File: config.mk
export PLATFORM = sky130hd
export DESIGN_NAME = fsk_tx_sequencer_flat
export DESIGN_NICKNAME = d
export VERILOG_FILES = /design/src/rtl/fsk_tx_sequencer_if.sv /design/src/rtl/fsk_tx_sequencer.sv /design/src/flat_wrapper.sv
export SDC_FILE = /design/constraint.sdc
export NUM_CORES = 1
export LEC_CHECK = 0
export BUFFER_PORTS_ARGS = -buffer_cell sky130_fd_sc_hd__buf_2
export CORE_MARGIN = 2
export CORE_UTILIZATION = 51
export CTS_BUF_LIST = sky130_fd_sc_hd__clkbuf_16
export DETAILED_ROUTE_END_ITERATION = 10
export GPL_ROUTABILITY_DRIVEN = 1
export PLACE_DENSITY = 0.85
export SLEW_MARGIN = 20
export SYNTH_ARGS = -nofsm -noshare
export SYNTH_HDL_FRONTEND = slang
export SYNTH_SLANG_ARGS = --single-unit
File: constraint.sdc
create_clock -name clk -period 1.65 [get_ports clk]
set_input_delay 0.2475 -clock clk [delete_from_list [all_inputs] [get_ports clk]]
set_output_delay 0.2475 -clock clk [all_outputs]
set_load 0.01 [all_outputs]
File: src/rtl/fsk_tx_sequencer_if.sv
// Byte handshake into the FSK frame sequencer.
// The producer drives in_data/in_valid and the sequencer answers with in_ready.
interface fsk_tx_sequencer_if;
  logic [7:0] in_data;
  logic       in_valid;
  logic       in_ready;

  modport master (
    output in_data,
    output in_valid,
    input  in_ready
  );

  modport slave (
    input  in_data,
    input  in_valid,
    output in_ready
  );
endinterface

File: src/rtl/fsk_tx_sequencer.sv
// Serialises accepted bytes into preamble/start/data/stop symbols for the FSK modulator.
// Bytes offered on the last stop cycle chain straight into a new start bit.
module fsk_tx_sequencer #(
  parameter int unsigned SYM_LEN = 64,
  parameter int unsigned PRE_LEN = 8
) (
  input  logic                clk,
  input  logic                rst,
  fsk_tx_sequencer_if.slave   in_if,
  output logic                tx_bit,
  output logic                tx_active,
  output logic                sym_strobe,
  output logic [15:0]         bytes_sent
);

  localparam int unsigned CntW = (SYM_LEN > 2) ? $clog2(SYM_LEN) : 1;
  localparam int unsigned PreW = (PRE_LEN > 2) ? $clog2(PRE_LEN) : 1;
  localparam logic [CntW-1:0] SymLast = CntW'(SYM_LEN - 1);
  localparam logic [PreW-1:0] PreLast = PreW'(PRE_LEN - 1);

  typedef enum logic [2:0] {StIdle, StPre, StStart, StData, StStop} state_e;

  state_e          state_q, state_d;
  logic [7:0]      shreg_q, shreg_d;
  logic [CntW-1:0] sym_cnt_q, sym_cnt_d;
  logic [PreW-1:0] pre_cnt_q, pre_cnt_d;
  logic [2:0]      bit_cnt_q, bit_cnt_d;
  logic [15:0]     bytes_q, bytes_d;
  logic            tx_bit_q, tx_bit_d;
  logic            tx_active_q, tx_active_d;
  logic            strobe_q, strobe_d;
  logic            sym_end, in_ready, accept;

  always_comb begin
    sym_end  = (sym_cnt_q == SymLast);
    in_ready = !rst && ((state_q == StIdle) || ((state_q == StStop) && sym_end));
    accept   = in_if.in_valid && in_ready;
  end

  assign in_if.in_ready = in_ready;

  always_comb begin
    state_d   = state_q;
    shreg_d   = shreg_q;
    pre_cnt_d = pre_cnt_q;
    bit_cnt_d = bit_cnt_q;
    bytes_d   = bytes_q;
    sym_cnt_d = sym_end ? '0 : sym_cnt_q + 1'b1;

    unique case (state_q)
      StIdle: begin
        sym_cnt_d = '0;
        if (accept) begin
          shreg_d   = in_if.in_data;
          pre_cnt_d = '0;
          state_d   = (PRE_LEN > 0) ? StPre : StStart;
        end
      end
      StPre: begin
        if (sym_end) begin
          if (pre_cnt_q == PreLast) begin
            pre_cnt_d = '0;
            state_d   = StStart;
          end else begin
            pre_cnt_d = pre_cnt_q + 1'b1;
          end
        end
      end
      StStart: begin
        if (sym_end) begin
          bit_cnt_d = '0;
          state_d   = StData;
        end
      end
      StData: begin
        if (sym_end) begin
          shreg_d = {1'b0, shreg_q[7:1]};
          if (bit_cnt_q == 3'd7) begin
            state_d = StStop;
          end else begin
            bit_cnt_d = bit_cnt_q + 1'b1;
          end
        end
      end
      StStop: begin
        if (sym_end) begin
          bytes_d = bytes_q + 16'd1;
          if (accept) begin
            shreg_d = in_if.in_data;
            state_d = StStart;
          end else begin
            state_d = StIdle;
          end
        end
      end
      default: state_d = StIdle;
    endcase

    // Outputs are registered, so they are decoded from the next state.
    case (state_d)
      StPre:   tx_bit_d = ~pre_cnt_d[0];
      StStart: tx_bit_d = 1'b0;
      StData:  tx_bit_d = shreg_d[0];
      default: tx_bit_d = 1'b1;
    endcase
    tx_active_d = (state_d != StIdle);
    strobe_d    = tx_active_d && (sym_cnt_d == '0);
  end

  always_ff @(posedge clk) begin
    if (rst) begin
      state_q     <= StIdle;
      shreg_q     <= '0;
      sym_cnt_q   <= '0;
      pre_cnt_q   <= '0;
      bit_cnt_q   <= '0;
      bytes_q     <= '0;
      tx_bit_q    <= 1'b1;
      tx_active_q <= 1'b0;
      strobe_q    <= 1'b0;
    end else begin
      state_q     <= state_d;
      shreg_q     <= shreg_d;
      sym_cnt_q   <= sym_cnt_d;
      pre_cnt_q   <= pre_cnt_d;
      bit_cnt_q   <= bit_cnt_d;
      bytes_q     <= bytes_d;
      tx_bit_q    <= tx_bit_d;
      tx_active_q <= tx_active_d;
      strobe_q    <= strobe_d;
    end
  end

  assign tx_bit     = tx_bit_q;
  assign tx_active  = tx_active_q;
  assign sym_strobe = strobe_q;
  assign bytes_sent = bytes_q;

endmodule

File: src/flat_wrapper.sv
// flat-port wrapper written by rule: the top's interface ports become plain ports
module fsk_tx_sequencer_flat 
#(
  parameter int unsigned SYM_LEN = 64,
  parameter int unsigned PRE_LEN = 8
)
  (clk, rst, tx_bit, tx_active, sym_strobe, bytes_sent, in_if_in_data, in_if_in_valid, in_if_in_ready);
  fsk_tx_sequencer_if in_if_i ();
  input  logic clk;
  input  logic rst;
  output logic tx_bit;
  output logic tx_active;
  output logic sym_strobe;
  output logic [15:0] bytes_sent;
  input wire logic [$bits(in_if_i.in_data)-1:0] in_if_in_data;
  input wire logic [$bits(in_if_i.in_valid)-1:0] in_if_in_valid;
  output wire logic [$bits(in_if_i.in_ready)-1:0] in_if_in_ready;
  assign in_if_i.in_data = in_if_in_data;
  assign in_if_i.in_valid = in_if_in_valid;
  assign in_if_in_ready = in_if_i.in_ready;
  fsk_tx_sequencer #(.SYM_LEN(SYM_LEN), .PRE_LEN(PRE_LEN)) u_core (.clk(clk), .rst(rst), .in_if(in_if_i), .tx_bit(tx_bit), .tx_active(tx_active), .sym_strobe(sym_strobe), .bytes_sent(bytes_sent));
endmodule
[After elaboration in Yosys (flattened, before gate mapping)]
Cells that the tools add are included.
Word-level totals
  register bits: 42
  output and inout bits: 20
Operators by class
  reduce and logical (&&, ||, !) cells: 16
  bitwise operators: 1
  eq/ne operators: 16
  add/subtract/negate cells: 4
  multiplexer cells: 24
Operator list (count)
  3-bit 2-to-1 mux: 13
  8-bit 2-to-1 mux: 3
  8-bit case mux with 3 select lines: 1
  16-bit by 1-bit adder with 16-bit output, second input constant: 1
  3-bit case mux with 5 select lines: 1
  3-bit by 2-bit equality test with 1-bit output, second input constant: 4
  6-bit 2-to-1 mux: 2
  3-bit case mux with 2 select lines: 2
  2-bit by 1-bit != test with 1-bit output, second input constant: 5
  3-bit equality test, second input constant: 3
  3-bit by 1-bit adder with 3-bit output, second input constant: 2
  6-bit by 1-bit adder with 6-bit output, second input constant: 1
  3-bit by 1-bit equality test with 1-bit output, second input constant: 2
  6-bit equality test, second input constant: 1
  6-bit zero test: 1
  3-bit AND reduction: 2
  3-bit nonzero test: 2
  1-bit logical AND: 4
  4-bit AND reduction: 1
  2-bit nonzero test: 2
  3-bit zero test: 1
  1-bit case mux with 3 select lines: 1
  2-bit 2-to-1 mux: 1
  2-bit != test, second input constant: 1
  4 further kinds: 4

[Longest topological paths before layout]
Gate-level depths: netlist of run 1.
  word-level depth: 10
  mapped depth: 9
  mapped depth without buffers: 7

[Worst setup path after synthesis of run 1]
No wires, ideal clock.
  path type: flip-flop to flip-flop
  from: register u_core.sym_cnt_q[0]
  to: register u_core.tx_bit_q (netlist: u_core.tx_bit)
  required time: 1513 ps
  stages on the path, launching flop included: 10
  arrival: 1619 ps
  library setup time: 137 ps
  setup slack: -106 ps
  buffers on the path: 3
  path through: dfxtp_1 > ha_1 > buf_6 > and2_4 > buf_6 > and3_4 > buf_6 > a32o_2 > o21ai_1 > a32oi_1
Between the ends
  word-level cells in the longest chain between the ends: 10
  elaborated cells on any way between the ends: 24
  those cells by class: eq/ne (4); mux (15); bitwise (1); reduce/logical (4)
RTL lines
  start: declaration: RTL line fsk_tx_sequencer.sv:25  | logic [CntW-1:0] sym_cnt_q, sym_cnt_d;
  start signal: assignment: RTL line fsk_tx_sequencer.sv:124  | sym_cnt_q <= sym_cnt_d;
  6-bit equality test *: RTL line fsk_tx_sequencer.sv:35  | sym_end = (sym_cnt_q == SymLast);
  1-bit logical AND: RTL line fsk_tx_sequencer.sv:36  | in_ready = !rst && ((state_q == StIdle) || ((state_q == StStop) && sym_end));
  1-bit logical OR: RTL line fsk_tx_sequencer.sv:36
  1-bit logical AND: RTL line fsk_tx_sequencer.sv:36
  1-bit logical AND: RTL line fsk_tx_sequencer.sv:37  | accept = in_if.in_valid && in_ready;
  2-bit 2-to-1 mux: RTL line fsk_tx_sequencer.sv:88  | if (accept) begin
  3-bit 2-to-1 mux: RTL line fsk_tx_sequencer.sv:86  | if (sym_end) begin
  3-bit case mux with 5 select lines: RTL line fsk_tx_sequencer.sv:50  | unique case (state_q)
  3-bit by 2-bit equality test with 1-bit output / 3-bit by 1-bit equality test with 1-bit output (equally long branches): RTL line fsk_tx_sequencer.sv:100  | case (state_d)
  1-bit case mux with 3 select lines *: RTL line fsk_tx_sequencer.sv:100
  end signal: assignment: RTL line fsk_tx_sequencer.sv:128  | tx_bit_q <= tx_bit_d;
  end: declaration: RTL line fsk_tx_sequencer.sv:29  | logic tx_bit_q, tx_bit_d;
Every way passes the cells marked *; elsewhere a longest branch is shown, timed or not. The select of a mux whose other input is x is not followed.
A chain may end at the register's enable or synchronous reset.

[Worst setup path after layout of run 1]
  from: register u_core.sym_cnt_q[4]
  to: register u_core.bytes_q[10] (netlist: u_core.bytes_sent[10])
Between the ends
  word-level cells in the longest chain between the ends: 2
RTL lines
  6-bit equality test: RTL line fsk_tx_sequencer.sv:35
  2-bit AND reduction (no line)
  end signal: assignment: RTL line fsk_tx_sequencer.sv:127  | bytes_q <= bytes_d;
  end: declaration: RTL line fsk_tx_sequencer.sv:28  | logic [15:0] bytes_q, bytes_d;
Every way passes these cells.

==> results.ini, run 1 <==
[run_status]
status=complete, but fails checks
violations=setup timing

[finish]
final_cell_count_no_fill=349
fin_area_sq_um=2890
area_delta_synth_final_pct=32.5
final_util=0.713
drive_gt1_frac=0.418
final_cell_mix=buf_4, nor2_1, dfxtp_1
insertedDiodeCount=0
fin_nets=315
layout_commonest_cell=buf_4

[route]
vias=2016
ant_nets=0
dr.pass1.iters=4
wl_per_cell_microns=17.4
post-route-drc-count=0
wl_microns=6080
drt-vias-per-instance=5.78
drt_iter0_drc=135

[yosys]
ys_async_sr_fraction=0
synth.net_count=254
ys.flop_type=dfxtp_1
synth_cell_types=54
ys_ff_latch=42
synth_enable_flop_cells=0
seq_area_frac_synth=0.385
synth_area_sq_um=2180
syn_area_per_cell_sq_um=9.21
synth_warnings=0
synth_cells=237

[sta]
timing.hold.ws_ns=0.270
post-route-period-util=1.06
rsz0062_at_grt=yes
min_period_ns=1.75
setup_slack_ns=-0.103
hold_viol=0
finClkSkew_ns=0.00558
setup_viol=5
tightest_slew_ns=0.400
slew-limit-headroom=0.731
maxSlewViolCount=0
max_freq_mhz=570

[worst_setup_path]
cp.buffers_inverters=1
slowest_stage=dfxtp_1
path_cells=nand4_1 -> nor4_2 -> buf_4 -> nand4_1 -> xor2_1 -> nor2_1
cp.required_ns=1.82
cpPeakStageDelay_ns=0.43
critical_path_class=reg2reg
worstPathArrival_ns=1.92
cp-start-kind=flip-flop
crit_fanout=5
crit_path_frequent_cell=nand4_1
end_kind=flip-flop
cp_top_family=simple AND/OR/NAND/NOR gates

[power_and_ir_drop]
ir_drop_uv=654
power.density_nw_per_um2=796
leakagePower_nw=1.15

[place]
place_congestion=0.899
hpwlAfterDp_microns=3720
io_buffers=30
placed_area_sq_um=2490
dp.cells=329

[global_routing]
grt_pass1_wl_microns=9390
grt_overflow=0
grt_pass1_vias=1942
grt.total_usage=0.244
antenna_found_initial=0
grt_max_degree=22

[cts]
cts_hold_buf=0
h-tree-depth=2
insertion_delay_ns=0.28
cts_sinks=42
cts_root_buffer=clkbuf_16
cts_made_buffers=5
cts.path.max_buffers=2
clk_pin_slew_ns=0.06
cts_tree=done

[floorplan]
fp-row-count=23
initial_core_util=0.538
die-height_microns=69.4
die_x_microns=69.4
dieArea_sq_um=4820
fp.coreArea_sq_um=4060
ioPinCount=31

[worst_hold_path]
min_path_type=in2reg

[job]
maxCapViolCount=0

what timing repair did:
action	in CTS	in global routing
gates resized for setup	20	14
pin swaps	6	10
setup buffers	6	6
endpoints found under the setup margin	10	19
routing by layer:
layer | GRT usage | routed length [microns]
met4 | 0.0763 | 118
met2 | 0.423 | 3160
met1 | 0.299 | 2490
met5 | 0 | 0
met3 | 0.0538 | 310
worst reg2reg max path: stages, from the launching register on:
cell and delay (ns):
dfxtp_1 0.43, nand4_1 0.25, nor4_2 0.39, buf_4 0.20
nand4_1 0.12, xor2_1 0.18, nor2_1 0.07
kinds of logic (layout without fill, tap and decap cells):
family                   after synthesis  in the layout  share of synthesized area
AND/OR/NAND/NOR                      105            105                      0.280
AO/OA/AOI/OAI                         44             44                      0.157
flip-flops                            42             42                      0.385
XOR/XNOR                              20             20                     0.0802
buffers and inverters                 18             80                     0.0539
adder cells (fa/ha/maj)                6              6                     0.0344
multiplexers                           2              2                    0.00917
metrics by stage:
step,total power [W],setup slack [ns],setup TNS (ns)
6_report,0.00230,-0.103,-0.199
5_1_grt,0.00237,-0.139,-0.812
4_1_cts,0.00229,-0.0312,-0.0312
3_5_place_dp,0.00119,-0.0438,-0.163
3_3_place_gp,0.00118,0.0254,0
2_1_floorplan,0.00114,-0.0541,-0.0541
cell usage after synthesis (2+ instances only):
cell type  instances  area, sq um
buf_6              4         45.0
o21ai_0            4         20.0
and3_1             4         25.0
nor3_1             7         35.0
and2_1             2         12.5
a21oi_1           14         70.1
nand2_2            2         12.5
nand3_1            9         45.0
nor2_1            32          120
nand2_1           18         67.6
dfxtp_1           42          841
xnor2_1            8         70.1
clkbuf_1           4         15.0
inv_1              4         15.0
nand4_1            9         56.3
a22oi_1            9         67.6
nor3_2             2         20.0
buf_4              5         37.5
a32oi_1            2         17.5
a21oi_2            2         17.5
nand3_2            2         20.0
ha_1               6         75.1
xor2_1            12          105
nor3b_1            2         15.0
mux2i_1            2         20.0
and3_4             2         22.5
path summary, 6_finish.rpt:
path                                   from                                  to  slack, ns  cells past startpoint
min reg2reg  u_core.shreg_q[5]$_SDFFE_PP0P_      u_core.shreg_q[4]$_SDFFE_PP0P_       0.45                      2
min                        in_if_in_data[7]      u_core.shreg_q[7]$_SDFFE_PP0P_       0.27                      3
max          u_core.sym_cnt_q[4]$_SDFF_PP0_  u_core.bytes_sent[10]$_SDFFE_PP0P_      -0.10                      6
max reg2reg  u_core.sym_cnt_q[4]$_SDFF_PP0_  u_core.bytes_sent[10]$_SDFFE_PP0P_      -0.10                      6
power breakdown:
group | total, W | internal [W] | switching, W
clock network | 0.00111 | 0.000708 | 0.000401
logic | 0.000154 | 0.0000716 | 0.0000824
registers | 0.00104 | 0.00103 | 0.0000106
total | 0.00230 | 0.00181 | 0.000494
sequential cells by signal (all words and copies together) (netlist names):
signal / flops
u_core.bit_cnt_q: 3
u_core.bytes_sent: 16
u_core.pre_cnt_q: 3
u_core.shreg_q: 8
u_core.state_q: 3
u_core.sym_cnt_q: 6
u_core.sym_strobe: 1
u_core.tx_active: 1
u_core.tx_bit: 1
area by class of cell:
class | count | area [sq um]
Clock buffer | 5 | 125
Clock inverter | 3 | 41.3
Fill cell | 270 | 1160
Inverter | 4 | 15.0
Multi-Input combinational cell | 177 | 1350
Sequential cell | 42 | 858
Tap cell | 50 | 62.6
Timing Repair Buffer | 68 | 439
(Power assumes the default switching activity.)
==> inputs of run 2 (changes only) <==
--- a/config.mk
+++ b/config.mk
@@ -7,11 +7,12 @@
 export LEC_CHECK = 0
 export BUFFER_PORTS_ARGS = -buffer_cell sky130_fd_sc_hd__buf_2
 export CORE_MARGIN = 2
-export CORE_UTILIZATION = 51
-export CTS_BUF_LIST = sky130_fd_sc_hd__clkbuf_16
+export CORE_UTILIZATION = 53
+export CTS_BUF_LIST = sky130_fd_sc_hd__clkbuf_4 sky130_fd_sc_hd__clkbuf_8
 export DETAILED_ROUTE_END_ITERATION = 10
 export GPL_ROUTABILITY_DRIVEN = 1
-export PLACE_DENSITY = 0.85
+export PLACE_DENSITY = 0.88
+export REMOVE_ABC_BUFFERS = 1
 export SLEW_MARGIN = 20
 export SYNTH_ARGS = -nofsm -noshare
 export SYNTH_HDL_FRONTEND = slang
==> run 2 against run 1 <==
- the run still ends with setup timing left
- flip-flop and latch count unchanged
- total power is 12% lower
- via count rose by 0.25%
- final area decreased by 2.6%
- largest cell class unchanged
- highest routed layer unchanged
==> results.ini, run 2 (synthesis gave the netlist of run 1 again) <==
[sta]
finClkSkew_ns=0.00660  ; was 0.00558 ns
tightest_slew_ns=0.417  ; was 0.400 ns
setup_viol=4  ; was 5
setup_slack_ns=-0.0836  ; was -0.103 ns
slew-limit-headroom=0.722  ; was 0.731
maxSlewViolCount=0  ; unchanged
post-route-period-util=1.05  ; was 1.06
min_period_ns=1.73  ; was 1.75 ns
hold_viol=0  ; unchanged
max_freq_mhz=577  ; was 570 MHz
rsz0062_at_grt=yes  ; unchanged

[worst_setup_path]
rr_worst_depth=7  ; was 6
critical_path_class=reg2reg  ; unchanged
path_cells=ha_4 -> ha_4 -> nand2_4 -> o31ai_4 -> o211ai_2 -> a211o_1 -> a32oi_1  ; was nand4_1 -> nor4_2 -> buf_4 -> nand4_1 -> xor2_1 -> nor2_1
end_kind=flip-flop  ; unchanged
crit_path_frequent_cell=ha_4  ; was nand4_1
cp-start-kind=flip-flop  ; unchanged
cpPeakStageDelay_ns=0.37  ; was 0.43 ns
timing.rr.end=u_core.tx_bit$_SDFF_PP1_  ; was u_core.bytes_sent[10]$_SDFFE_PP0P_
crit_fanout=3  ; was 5
cp.required_ns=1.88  ; was 1.82 ns
reg2reg_slack_ns=-0.08  ; was -0.10 ns
slowest_stage=dfxtp_2  ; was dfxtp_1
cp.buffers_inverters=0  ; was 1
worstPathArrival_ns=1.96  ; was 1.92 ns
cp_top_family=compound AO/OA/AOI/OAI gates  ; was simple AND/OR/NAND/NOR gates
timing.rr.start=u_core.bit_cnt_q[0]$_SDFFE_PP0P_  ; was u_core.sym_cnt_q[4]$_SDFF_PP0_

[worst_hold_path]
whs_path_depth=3  ; unchanged
holdPathEnd=u_core.shreg_q[7]$_SDFFE_PP0P_  ; unchanged
hp-start=in_if_in_data[7]  ; unchanged
min_path_type=in2reg  ; unchanged

[finish]
final_cell_mix=buf_4, nor2_1, buf_2  ; was buf_4, nor2_1, dfxtp_1
area_delta_synth_final_pct=29.1  ; was 32.5%
fill_cells=273  ; was 270
drive_gt1_frac=0.421  ; was 0.418
layout_commonest_cell=buf_4  ; unchanged
fin_nets=313  ; was 315
largest_register_ff_count=16  ; unchanged
fin_area_sq_um=2820  ; was 2890 sq um
insertedDiodeCount=0  ; unchanged

[cts]
cts.path.max_buffers=2  ; unchanged
cts_tree=done  ; unchanged
insertion_delay_ns=0.31  ; was 0.28 ns
cts_root_buffer=clkbuf_8  ; was clkbuf_16
cts_hold_buf=0  ; unchanged
clk_pin_slew_ns=0.09  ; was 0.06 ns
cts_made_buffers=5  ; unchanged
h-tree-depth=2  ; unchanged
cts_sinks=42  ; unchanged

[route]
post-route-drc-count=0  ; unchanged
wl_microns=5510  ; was 6080 microns
vias=2021  ; was 2016
dr.pass1.iters=5  ; was 4
wl_per_cell_microns=15.9  ; was 17.4 microns
drt_iter0_drc=122  ; was 135
ant_nets=0  ; unchanged
drt-vias-per-instance=5.82  ; was 5.78

[global_routing]
grt.total_usage=0.235  ; was 0.244
grt_pass1_wl_microns=8070  ; was 9390 microns
grt_max_degree=24  ; was 22
antenna_found_initial=0  ; unchanged
grt_overflow=0  ; unchanged
grt_pass1_vias=1814  ; was 1942

[place]
dp_slack_ns=-0.147  ; was -0.0438 ns
place_congestion=0.901  ; was 0.899
hpwlAfterDp_microns=3550  ; was 3720 microns
placed_area_sq_um=2480  ; was 2490 sq um
io_buffers=30  ; unchanged

[power_and_ir_drop]
leakagePower_nw=1.13  ; was 1.15 nW
power.density_nw_per_um2=718  ; was 796 nW/um^2
ir_drop_uv=519  ; was 654 uV
p_sw_frac=0.238  ; was 0.214
cellInternalPower_w=0.00154  ; was 0.00181 W
clockPowerShare=0.417  ; was 0.482
combPwrFrac=0.074  ; was 0.067
p_sw_w=0.000482  ; was 0.000494 W
p_seq_frac=0.510  ; was 0.451

[floorplan]
ioPinCount=31  ; unchanged
initial_core_util=0.550  ; was 0.538
die-height_microns=68.2  ; was 69.4 microns
fp.coreArea_sq_um=3970  ; was 4060 sq um
fp-row-count=23  ; unchanged
die_x_microns=68.2  ; was 69.4 microns
dieArea_sq_um=4650  ; was 4820 sq um

[run_status]
status=complete, but fails checks  ; unchanged
violations=setup timing  ; unchanged

[job]
maxCapViolCount=0  ; unchanged

## run 2: changes by cell type in the layout (fill, tap and decap cells not counted), moves of 3 or more
cell and delta:
buf_4 -4, clkbuf_16 -5, clkbuf_8 +5, dfxtp_1 -6, dfxtp_2 +3, dfxtp_4 +3
## run 2: cell type report
cell class,instances,area [sq um],area share
flip-flops and latches,42,873,0.310
repair buffers,66,432,0.153
clock buffers,5,68.8,0.0244
clock inverters,3,43.8,0.0155
multi-input cells,177,1320,0.469
inverters,4,15.0,0.00533
well taps,50,62.6,0.0222
## run 2: what timing repair did
item                                    CTS  global route
pin swaps                                10            11
gates resized for setup                  22            21
endpoints found under the setup margin   19            19
endpoints found under the hold margin     0             0
buffers inserted                          6             5
cloned                                    0             0
## run 2: metrics by stage
step	setup TNS [ns]	util	power, W	std cells	hold slack, ns
after global placement	-0.0899	0.625	0.00118	328	0.438
final	-0.184	0.710	0.00202	347	0.233
after CTS	-0.0214	0.687	0.00203	342	0.237
after floorplan	-1.20	-	0.00112	223	0.317
after global routing	-0.525	0.710	0.00207	347	0.265
after detailed placement	-0.694	0.625	0.00119	328	0.443
## run 2: tightest hold or removal path, stage by stage
cell and delay (ns):
buf_2 0.07, mux2i_1 0.05, nor3_1 0.12
## run 2: layer usage
layer  global-route usage  share of wire  vias up
met4                0.118          0.024        0
li1                     -              -      968
met1                0.267           0.42      952
met2                0.413           0.50       86
met3               0.0510          0.062       15
met5                    0              0        -
## run 2: worst max-delay path by stage
stage	startpoint	to	slack (ns)	cells after the start
after floorplan	u_core.sym_cnt_q[0]$_SDFF_PP0_	u_core.tx_bit$_SDFF_PP1_	-0.12	6
after global placement	u_core.sym_cnt_q[0]$_SDFF_PP0_	u_core.tx_bit$_SDFF_PP1_	-0.03	6
after detailed placement	u_core.sym_cnt_q[0]$_SDFF_PP0_	u_core.tx_active$_SDFF_PP0_	-0.15	6
after CTS	u_core.state_q[0]$_SDFF_PP0_	in_if_in_ready	-0.02	5
after global routing	u_core.bit_cnt_q[0]$_SDFFE_PP0P_	u_core.tx_bit$_SDFF_PP1_	-0.18	7
final	u_core.bit_cnt_q[0]$_SDFFE_PP0P_	u_core.tx_bit$_SDFF_PP1_	-0.08	7
## run 2: power by group through the flow
stage | clock, W | sequential, W | combinational [W]
after floorplan | 0 | 0.00107 | 0.0000565
after global placement | 0 | 0.00106 | 0.000122
final | 0.000844 | 0.00103 | 0.000149
after detailed placement | 0 | 0.00106 | 0.000127
after global routing | 0.000882 | 0.00103 | 0.000160
after CTS | 0.000858 | 0.00104 | 0.000137
==> inputs of run 3 (changes only) <==
--- a/config.mk
+++ b/config.mk
@@ -17,3 +17,4 @@
 export SYNTH_ARGS = -nofsm -noshare
 export SYNTH_HDL_FRONTEND = slang
 export SYNTH_SLANG_ARGS = --single-unit
+export TNS_END_PERCENT = 1
==> run 3 against run 2 <==
- largest cell class unchanged
- count of clock-buffer cells in the layout did not move
- clock skew is 0.0026 ns lower
- clock power up 0.6%
- total power up 0.66%
- die area unchanged
- fmax up 1.2%
- non-clock buffer count fell by 1
- largest power group unchanged
- critical path type unchanged
- flip-flop and latch count did not move
- via count about the same
- critical endpoint unchanged
- the run still ends with setup timing left
- critical path depth rose by 2
==> results.ini, run 3 (synthesis gave the netlist of run 1 again) <==
[run_status]
status=complete, but fails checks  ; unchanged
violations=setup timing  ; unchanged

[power_and_ir_drop]
power.density_nw_per_um2=729  ; was 718 nW/um^2
power_w=0.00204  ; was 0.00202 W
leakagePower_nw=1.14  ; was 1.13 nW
ir_drop_uv=524  ; was 519 uV

[cts]
cts_root_buffer=clkbuf_8  ; unchanged
clk_pin_slew_ns=0.08  ; was 0.09 ns
cts_hold_buf=0  ; unchanged
insertion_delay_ns=0.31  ; about the same
h-tree-depth=2  ; unchanged
cts.path.max_buffers=2  ; unchanged
cts_sinks=42  ; unchanged
cts_made_buffers=5  ; unchanged
cts_tree=done  ; unchanged

[sta]
setup_slack_ns=-0.0630  ; was -0.0836 ns
setup_viol=4  ; unchanged
max_freq_mhz=584  ; was 577 MHz
finClkSkew_ns=0.00397  ; was 0.00660 ns
timing.hold.ws_ns=0.241  ; was 0.233 ns
hold_viol=0  ; unchanged
maxSlewViolCount=0  ; unchanged
min_period_ns=1.71  ; was 1.73 ns
slew-limit-headroom=0.725  ; was 0.722
rsz0062_at_grt=yes  ; unchanged
post-route-period-util=1.04  ; was 1.05
tightest_slew_ns=0.413  ; was 0.417 ns

[global_routing]
grt_overflow=0  ; unchanged
grt_max_degree=24  ; unchanged
antenna_found_initial=0  ; unchanged
grt.total_usage=0.238  ; was 0.235
grt_pass1_vias=1778  ; was 1814
grt_pass1_wl_microns=8140  ; was 8070 microns

[worst_setup_path]
rr_worst_depth=9  ; was 7
cp.required_ns=1.82  ; was 1.88 ns
worstPathArrival_ns=1.88  ; was 1.96 ns
crit_fanout=6  ; was 3
cp-start-kind=flip-flop  ; unchanged
critical_path_class=reg2reg  ; unchanged
end_kind=flip-flop  ; unchanged

[finish]
drive_gt1_frac=0.409  ; was 0.421
area_delta_synth_final_pct=28.0  ; was 29.1%
insertedDiodeCount=0  ; unchanged
fin_nets=312  ; was 313
final_cell_mix=buf_4, nor2_1, buf_2, dfxtp_1, nand2_1  ; was buf_4, nor2_1, buf_2
layout_commonest_cell=buf_4  ; unchanged
fill_cells=275  ; was 273
largest_register_ff_count=16  ; unchanged

[floorplan]
ioPinCount=31  ; unchanged
fp.coreArea_sq_um=3970  ; unchanged
die-height_microns=68.2  ; unchanged
fp-row-count=23  ; unchanged
die_x_microns=68.2  ; unchanged
dieArea_sq_um=4650  ; unchanged
initial_core_util=0.550  ; unchanged

[worst_hold_path]
min_path_type=in2reg  ; unchanged
whs_path_depth=3  ; unchanged

[place]
hpwlAfterDp_microns=3550  ; unchanged
io_buffers=30  ; unchanged
place_congestion=0.901  ; unchanged

[job]
maxCapViolCount=0  ; unchanged

[route]
drt-vias-per-instance=5.84  ; was 5.82
wl_microns=5570  ; was 5510 microns
ant_nets=0  ; unchanged
post-route-drc-count=0  ; unchanged
wl_per_cell_microns=16.1  ; was 15.9 microns
vias=2020  ; was 2021
dr.pass1.iters=4  ; was 5
drt_iter0_drc=128  ; was 122

[run 3: cell types whose count changed in the layout (fill, tap and decap cells not counted), sizes merged]
cell  delta
buf      -1
[run 3: final cells by class]
class                      count  area [sq um]  area share
sequential                    42           858       0.307
tap                           50          62.6      0.0224
timing repair buffer          65           417       0.149
clock buffer                   5          68.8      0.0246
multi-input combinational    177          1330       0.476
clock inverter                 3          43.8      0.0157
inverter                       4          15.0     0.00537
[run 3: critical path: stages (launching register included)]
cell,delay (ns)
dfxtp_1,0.34
buf_6,0.13
buf_4,0.16
nor2b_4,0.15
buf_4,0.16
o31ai_4,0.09
buf_4,0.14
a31oi_2,0.17
buf_4,0.17
a32oi_1,0.06
[run 3: repair_timing]
| item | CTS | global route |
|---|---|---|
| cloned | 0 | 0 |
| setup endpoints to repair | 19 | 19 |
| resized for setup | 21 | 13 |
| pin swaps | 8 | 12 |
| buffers inserted | 6 | 4 |
[run 3: power breakdown]
part	leakage, nW	switching, W	internal (W)	total [W]
clock	0.0585	0.000395	0.000454	0.000849
sequential	0.346	0.00000973	0.00103	0.00104
combinational	0.732	0.0000842	0.0000655	0.000150
total	1.14	0.000489	0.00155	0.00204
[run 3: worst paths after layout]
kind / endpoint / slack, ns / startpoint
min reg2reg: u_core.shreg_q[4]$_SDFFE_PP0P_ / 0.46 / u_core.shreg_q[5]$_SDFFE_PP0P_
max reg2reg: u_core.tx_bit$_SDFF_PP1_ / -0.06 / u_core.state_q[2]$_SDFF_PP0_
max: u_core.tx_bit$_SDFF_PP1_ / -0.06 / u_core.state_q[2]$_SDFF_PP0_
min: u_core.shreg_q[4]$_SDFFE_PP0P_ / 0.24 / in_if_in_data[4]
[run 3: metrics by stage]
step | instance area [sq um] | setup slack (ns) | utilization | setup TNS, ns | std cells
floorplan | 2080 | -0.122 | - | -1.20 | 223
global placement | 2480 | -0.0288 | 0.625 | -0.0899 | 328
detailed placement | 2480 | -0.147 | 0.625 | -0.694 | 328
CTS | 2720 | -0.0214 | 0.686 | -0.0378 | 342
global route | 2790 | -0.111 | 0.704 | -0.538 | 346
finish | 2790 | -0.0630 | 0.704 | -0.126 | 346
[run 3: layer usage]
metal / global-route usage / vias to the layer above / wire [microns]
li1: - / 965 / -
met1: 0.272 / 926 / 2300
met2: 0.415 / 100 / 2740
met3: 0.0526 / 29 / 321
met4: 0.120 / 0 / 207
met5: 0 / - / 0
